==> src/rtl/credit_link_tx.sv <==
// credit_link_tx: drains flits from a show-ahead FIFO and frames them into
// packets for an inter-router link that uses credit-based flow control.
//
// The first flit of each packet is a header. Its low LEN_W bits give the number
// of payload flits that follow. No more flits leave than the downstream buffer
// has credits for. A new packet starts only when link_en is high; a packet that
// has already started always runs to its end.
//
// Ports:
//   clk, rst          clock; synchronous active-high reset
//   fifo_data         head-of-FIFO flit (valid when fifo_empty=0)
//   fifo_empty        FIFO empty flag
//   fifo_consume      pop strobe to the FIFO (combinational)
//   link_en           permits starting new packets
//   credit_return     one-cycle pulse: downstream freed one slot
//   out_valid/data/sop/eop  registered link flit and framing flags
//   credits           current credit count
//   credit_err        sticky: credit returned while already full
//   in_packet         high while between header and last payload
//   pkt_count         completed packets (wraps)
module credit_link_tx #(
   parameter int DATA_W  = 64,
   parameter int CREDITS = 8,
   parameter int LEN_W   = 8,
   parameter int CNT_W   = 32
) (
   input  logic                           clk,
   input  logic                           rst,
   input  logic [DATA_W-1:0]              fifo_data,
   input  logic                           fifo_empty,
   output logic                           fifo_consume,
   input  logic                           link_en,
   input  logic                           credit_return,
   output logic                           out_valid,
   output logic [DATA_W-1:0]              out_data,
   output logic                           out_sop,
   output logic                           out_eop,
   output logic [$clog2(CREDITS+1)-1:0]   credits,
   output logic                           credit_err,
   output logic                           in_packet,
   output logic [CNT_W-1:0]               pkt_count
);

   localparam int CRW = $clog2(CREDITS+1);

   typedef enum logic [0:0] {IDLE = 1'b0, BODY = 1'b1} state_t;

   state_t             state_q, state_d;
   logic [LEN_W-1:0]   rem_q, rem_d;
   logic               valid_q, valid_d;
   logic [DATA_W-1:0]  data_q, data_d;
   logic               sop_q, sop_d;
   logic               eop_q, eop_d;
   logic [CRW-1:0]     cred_q, cred_d;
   logic               err_q, err_d;
   logic [CNT_W-1:0]   cnt_q, cnt_d;
   logic               fire_s;
   logic [LEN_W-1:0]   hdr_len_s;

   // Pop when data and a credit are available. Once a packet is underway,
   // link_en is ignored so the packet always completes.
   assign fire_s = ~rst & ~fifo_empty & (cred_q != {CRW{1'b0}})
                 & ((state_q == BODY) | link_en);
   assign fifo_consume = fire_s;
   assign hdr_len_s    = fifo_data[LEN_W-1:0];

   assign out_valid  = valid_q;
   assign out_data   = data_q;
   assign out_sop    = sop_q;
   assign out_eop    = eop_q;
   assign credits    = cred_q;
   assign credit_err = err_q;
   assign in_packet  = (state_q == BODY);
   assign pkt_count  = cnt_q;

   // Framing FSM next-state and registered link outputs.
   always_comb begin
      state_d = state_q;
      rem_d   = rem_q;
      valid_d = 1'b0;
      data_d  = data_q;
      sop_d   = 1'b0;
      eop_d   = 1'b0;
      cnt_d   = cnt_q;
      if (fire_s) begin
         valid_d = 1'b1;
         data_d  = fifo_data;
         case (state_q)
            IDLE: begin
               sop_d = 1'b1;
               if (hdr_len_s == {LEN_W{1'b0}}) begin
                  // Header-only packet: it starts and ends on the same flit.
                  eop_d = 1'b1;
                  cnt_d = cnt_q + CNT_W'(1);
               end else begin
                  rem_d   = hdr_len_s;
                  state_d = BODY;
               end
            end
            BODY: begin
               if (rem_q == LEN_W'(1)) begin
                  eop_d   = 1'b1;
                  cnt_d   = cnt_q + CNT_W'(1);
                  rem_d   = {LEN_W{1'b0}};
                  state_d = IDLE;
               end else begin
                  rem_d = rem_q - LEN_W'(1);
               end
            end
            default: begin
               state_d = IDLE;
               rem_d   = {LEN_W{1'b0}};
            end
         endcase
      end else begin
         state_d = state_q;
      end
   end

   // Credit counter: a pop and a return in the same cycle cancel out. A return
   // while already full is a protocol error from downstream and is latched.
   always_comb begin
      cred_d = cred_q;
      err_d  = err_q;
      if (fire_s && !credit_return) begin
         cred_d = cred_q - CRW'(1);
      end else if (credit_return && !fire_s) begin
         if (cred_q == CRW'(CREDITS)) begin
            err_d = 1'b1;
         end else begin
            cred_d = cred_q + CRW'(1);
         end
      end else begin
         cred_d = cred_q;
      end
   end

   // State and output registers with synchronous reset.
   always_ff @(posedge clk) begin
      if (rst) begin
         state_q <= IDLE;
         rem_q   <= {LEN_W{1'b0}};
         valid_q <= 1'b0;
         data_q  <= {DATA_W{1'b0}};
         sop_q   <= 1'b0;
         eop_q   <= 1'b0;
         cred_q  <= CRW'(CREDITS);
         err_q   <= 1'b0;
         cnt_q   <= {CNT_W{1'b0}};
      end else begin
         state_q <= state_d;
         rem_q   <= rem_d;
         valid_q <= valid_d;
         data_q  <= data_d;
         sop_q   <= sop_d;
         eop_q   <= eop_d;
         cred_q  <= cred_d;
         err_q   <= err_d;
         cnt_q   <= cnt_d;
      end
   end

endmodule

==> config.mk <==
export PLATFORM = sky130hd
export DESIGN_NAME = credit_link_tx
export DESIGN_NICKNAME = d
export VERILOG_FILES = /design/src/rtl/credit_link_tx.sv
export SDC_FILE = /design/constraint.sdc
export NUM_CORES = 1
export LEC_CHECK = 0
export ABC_AREA = 1
export CORE_UTILIZATION = 46
export CTS_CLUSTER_SIZE = 28
export DETAILED_ROUTE_END_ITERATION = 8
export GPL_TIMING_DRIVEN = 0
export PLACE_DENSITY = 0.81
export SKIP_CTS_REPAIR_TIMING = 1
export SYNTH_ARGS = -nofsm -noshare
export SYNTH_HDL_FRONTEND = slang
export SYNTH_SLANG_ARGS = --single-unit
export TNS_END_PERCENT = 5
==> constraint.sdc <==
create_clock -name clk -period 3 [get_ports clk]
set_input_delay 0.6 -clock clk [delete_from_list [all_inputs] [get_ports clk]]
set_output_delay 0.6 -clock clk [all_outputs]
set_load 0.05 [all_outputs]
After elaboration in Yosys (flattened, before gate mapping). Cells that the tools add are included.

Flip-flop bits (word level): 113. Output and inout port bits: 106. Logic and storage cells: 57.

Add/subtract/negate cells: 4. Equal/unequal tests: 6. Muxes and demuxes: 17. Bitwise gates (word level): 9. Reductions and logical operators: 12.

Operators by type and width (number): two-way mux 32 bit (2); case mux 32 bit (2 select lines) (1); adder 32 x 1 -> 32 bit (second input constant) (1); two-way mux 8 bit (2); case mux 8 bit (2 select lines) (1); two-way mux 4 bit (3); equality test 8 x 1 -> 1 bit (second input constant) (1); zero test 8 bit (1); subtractor 8 x 1 -> 8 bit (second input constant) (1); two-way mux 1 bit (6); inequality test 2 bit (second input constant) (3); AND reduction 3 bit (2); NOT 1 bit (5); adder 4 x 1 -> 4 bit (second input constant) (1); equality test 4 bit (second input constant) (1); case mux 1 bit (2 select lines) (2); AND reduction 2 bit (2); nonzero test 4 bit (1); subtractor 4 x 1 -> 4 bit (second input constant) (1); bitwise AND 1 bit (3); logical AND 1 bit (2); zero test 1 bit (2); inequality test 2 x 1 -> 1 bit (second input constant) (1); nonzero test 2 bit (1); other kinds (2) (2).

Longest topological paths before layout.
Word-level depth: 8. Mapped depth: 13.

Worst setup path after synthesis. OpenSTA, ideal clock, no wires.

Path type: register to register. From: reg state_q (netlist: in_packet). To: reg cred_q[2] (netlist: credits[2]). Arrival: 2.965 ns. Required time: 2.930 ns. Path slack: -0.035 ns. Cell stages (with the launch flop): 12. Clock period less this slack: 3.035 ns. Cells stage by stage: dfxtp_1 -> nor2_1 -> nor3_2 -> nand2_2 -> inv_2 -> buf_1 -> ha_1 -> xor2_1 -> ha_1 -> a21oi_1 -> xor2_1 -> a21oi_1.

Longest elaborated chain between the ends: 6. Elaborated cells between the ends (all ways): 9. Those cells by class: 1 x eq/ne; 1 x mux; 2 x bitwise; 5 x reduce/logical.

Ends and longest elaborated chain: from (decl) (RTL line 48) `state_t state_q, state_d;`; from (signal assigned) (RTL line 151) `state_q <= state_d;`; bitwise OR 1 bit * (RTL line 63) `& ((state_q == BODY) | link_en);`; bitwise AND 1 bit * (RTL line 63); via fifo_consume (RTL line 31) `output logic fifo_consume,`; zero test 1 bit (RTL line 127) `end else if (credit_return && !fire_s) begin`; logical AND 1 bit (RTL line 127); nonzero test 2 bit (no line); AND reduction 2 bit (no line); to (signal assigned) (RTL line 147) `cred_q <= CRW'(CREDITS);`; to (signal assigned) (RTL line 157) `cred_q <= cred_d;`; to (decl) (RTL line 54) `logic [CRW-1:0] cred_q, cred_d;`.

The timed path passes the listed nets; every way through them passes the cells marked *. A chain may end at the register's enable or synchronous reset.

Worst setup path after layout.
From: in rst. To: out fifo_consume.

Longest elaborated chain between the ends: 4.

Ends and longest elaborated chain: from (decl) (RTL line 28) `input logic rst,`; NOT 1 bit (RTL line 62) `assign fire_s = ~rst & ~fifo_empty & (cred_q != {CRW{1'b0}})`; bitwise AND 1 bit (2 in a row) (RTL line 62); bitwise AND 1 bit (RTL line 63); to (decl) (RTL line 31).

No other way between the ends.

==> reports/metrics.cfg <==
[floorplan]
core_um2 = 10900
ios = 175
initial_utilization_pct = 47.6
die_area_um2 = 11700
die_x_um = 108
rows = 38
die_height_um = 108

[synth]
synthMuxAreaShare_pct = 0
synth_top_area_share_pct = 43.7
syn-instance-count = 757
syn_area_um2 = 5180
yosysWarningCount = 0
yosys.area.top_type = dfxtp_1
synth-simple-area-share_pct = 32.3
ys_seq_elements = 113
synth.most_common_cell = nor2_1
synthAdderAreaFrac_pct = 1.69
synth_common_cells = nor2_1 (201), nand2_1 (162), dfxtp_1 (113)
syn-num-nets = 833
synth_compound_area_share_pct = 12.6
synthTopCellsByArea = dfxtp_1 (44%), nor2_1 (15%), nand2_1 (12%), o21ai_0 (7.3%), inv_1 (3.3%)
synth-xor-area-share_pct = 3.38
ys_seq_area_share_pct = 43.7
postSynthAreaPerCell_um2 = 6.84
synth_edf_count = 0
synth_top_family_by_area = simple AND/OR/NAND/NOR gates
ys_async_sr_fraction_pct = 0
ys.flop_type = dfxtp_1
synthDistinctLibCells = 28

[worst_setup_path]
reg2reg_to = credits[3]$_SDFFE_PP1P_
worst-setup-path-type = input port to output port
cp_max_fo = 20
reg2reg_depth = 11
arrival_ps = 2160
startpoint_type = input port
reg2reg_slack_ps = 540
crit_path_end_kind = output port
rr_startpoint = in_packet$_SDFFE_PP0P_
required_ps = 2400

[clock_tree]
cts_tree = built
cts_sinks = 113
clk_latency_ps = 520
clk_pin_slew_ps = 50
htree_levels = 4
root_buffer = clkbuf_8
cts_max_path_buffers = 2
cts_made_buffers = 17

[timing]
worst_pin_slew_ps = 592
final_max_slew_viol_count = 0
hold_slack_ps = 456
timing.final.hold_violations = 0
min_period_ps = 2760
rsz0062_at_grt = false
setup_violations = 0
finClkSkew_ps = 4.01
fmax_mhz = 362
maxSlewHeadroom_pct = 60.5
timing.final.ws_setup_ps = 240
post-route-period-util_pct = 92.0

[worst_hold_path]
hp-start = credit_err$_SDFFE_PP0P_
holdPathStages = 2
min_to = credit_err$_SDFFE_PP0P_
hold_class = register to register

[routing]
wirelength_um = 15000
vias = 5438
ant_nets = 0
drc = 0
wl_per_cell_um = 13.7
drt_first_iter_violations = 303
via_per_inst = 4.94
dr.pass1.iters = 5

[global_routing]
grt_start_max_net_pins = 17
grt_pass1_vias = 5142
grt_first_pass_wirelength_um = 24200
antenna_found_initial = 0
grt.total_usage_pct = 27.2
grt_overflow = 0

[placed_design]
port_buffers = 174
dpl_cell_area_um2 = 7110
dp_slack_ps = -467
place.gp.congestion = 0.928
dp_hpwl_um = 11000

[cells_and_area]
n_antenna_cell = 0
syn2layout_area_growth_pct = 48.0
fin_area_um2 = 7670
drive_gt1_share_pct = 7.18
fin_nets = 1025

[run]
maxCapViolations = 0

[outcome]
status = finished, final reports clean

[power_and_ir_drop]
power_leakage_nw = 2.92
power-per-cell-area_nw_per_um2 = 575
max-vdd-ir-drop_mv = 0.693

[metrics by stage]
step / instances / utilization [%] / power [mW] / TNS [ps]
3_3_place_gp: 1071 / 65.3 / 2.48 / -683
2_1_floorplan: 757 / - / 2.18 / 0
5_1_grt: 1101 / 70.4 / 4.58 / 0
6_report: 1101 / 70.4 / 4.41 / 0
3_5_place_dp: 1071 / 65.3 / 2.49 / -880
4_1_cts: 1102 / 70.6 / 4.43 / -530
[layout by cell type (no fill, tap or decap), types with 2 or more instances in the layout]
cell / synthesis / layout
inv_1: 45 / 45
bufinv_16: 0 / 2
nor2_1: 201 / 201
nand4_1: 7 / 7
clkinv_2: 0 / 5
xor2_1: 14 / 14
clkinvlp_4: 0 / 2
o21bai_1: 2 / 2
clkbuf_1: 18 / 18
nor3_1: 4 / 4
buf_2: 9 / 10
a21oi_2: 8 / 8
nand2_2: 10 / 10
dfxtp_1: 113 / 113
nand3_1: 27 / 27
clkdlybuf4s50_1: 0 / 173
nand2_1: 162 / 162
a21oi_1: 33 / 33
ha_1: 7 / 7
xnor2_1: 6 / 6
o21ai_0: 76 / 76
nand2_4: 2 / 2
clkbuf_8: 0 / 5
inv_2: 3 / 3
clkbuf_16: 0 / 16
[state kept, by name, indices dropped and copies added (netlist names)]
register and flops:
credit_err 1, credits 4, in_packet 1, out_data 64
out_eop 1, out_sop 1, out_valid 1, pkt_count 32
rem_q 8
[worst max-delay path: stages]
cell             delay (ps)
clkdlybuf4s50_1         480
nor3_2                  210
nand2_2                 160
inv_2                   350
buf_2                   350
[worst max path at each step]
stage | startpoint | to | slack [ps] | depth (start not counted)
floorplan | in_packet$_SDFFE_PP0P_ | credits[2]$_SDFFE_PP0P_ | 230 | 11
global placement | rst | fifo_consume | -460 | 6
detailed placement | rst | fifo_consume | -470 | 6
CTS | rst | fifo_consume | -530 | 6
global route | rst | fifo_consume | 90 | 5
finish | rst | fifo_consume | 240 | 5
[kinds of logic after synthesis]
logic type | after synthesis
fa+ha+maj | 7
simple gates | 416
xor+xnor | 20
buf+inv | 80
flops | 113
compound gates | 121
[area by class of cell]
class,instances,area [um2]
Clock buffer,21,469
Timing Repair Buffer,174,1740
Sequential cell,113,2260
Buffer,30,143
Inverter,49,184
Clock inverter,10,109
Multi-Input combinational cell,564,2590
Tap cell,140,175
Fill cell,929,3220
[where the power goes]
part | switching, mW | total [mW] | internal, mW
Sequential | 0.0598 | 1.65 | 1.59
Clock | 0.687 | 1.94 | 1.26
Combinational | 0.521 | 0.821 | 0.300
Total | 1.27 | 4.41 | 3.14
[metal layers]
| layer | share of wire [%] | GRT usage (%) | wire, um | vias to the layer above |
|---|---|---|---|---|
| met5 | 0 | 0 | 0 | - |
| met4 | 2.3 | 9.98 | 344 | 0 |
| met3 | 9.3 | 12.4 | 1400 | 33 |
| met2 | 48 | 46.5 | 7160 | 214 |
| met1 | 41 | 29.3 | 6130 | 2404 |
| li1 | - | - | - | 2787 |
No activity file was read; power rests on OpenSTA's default activity.
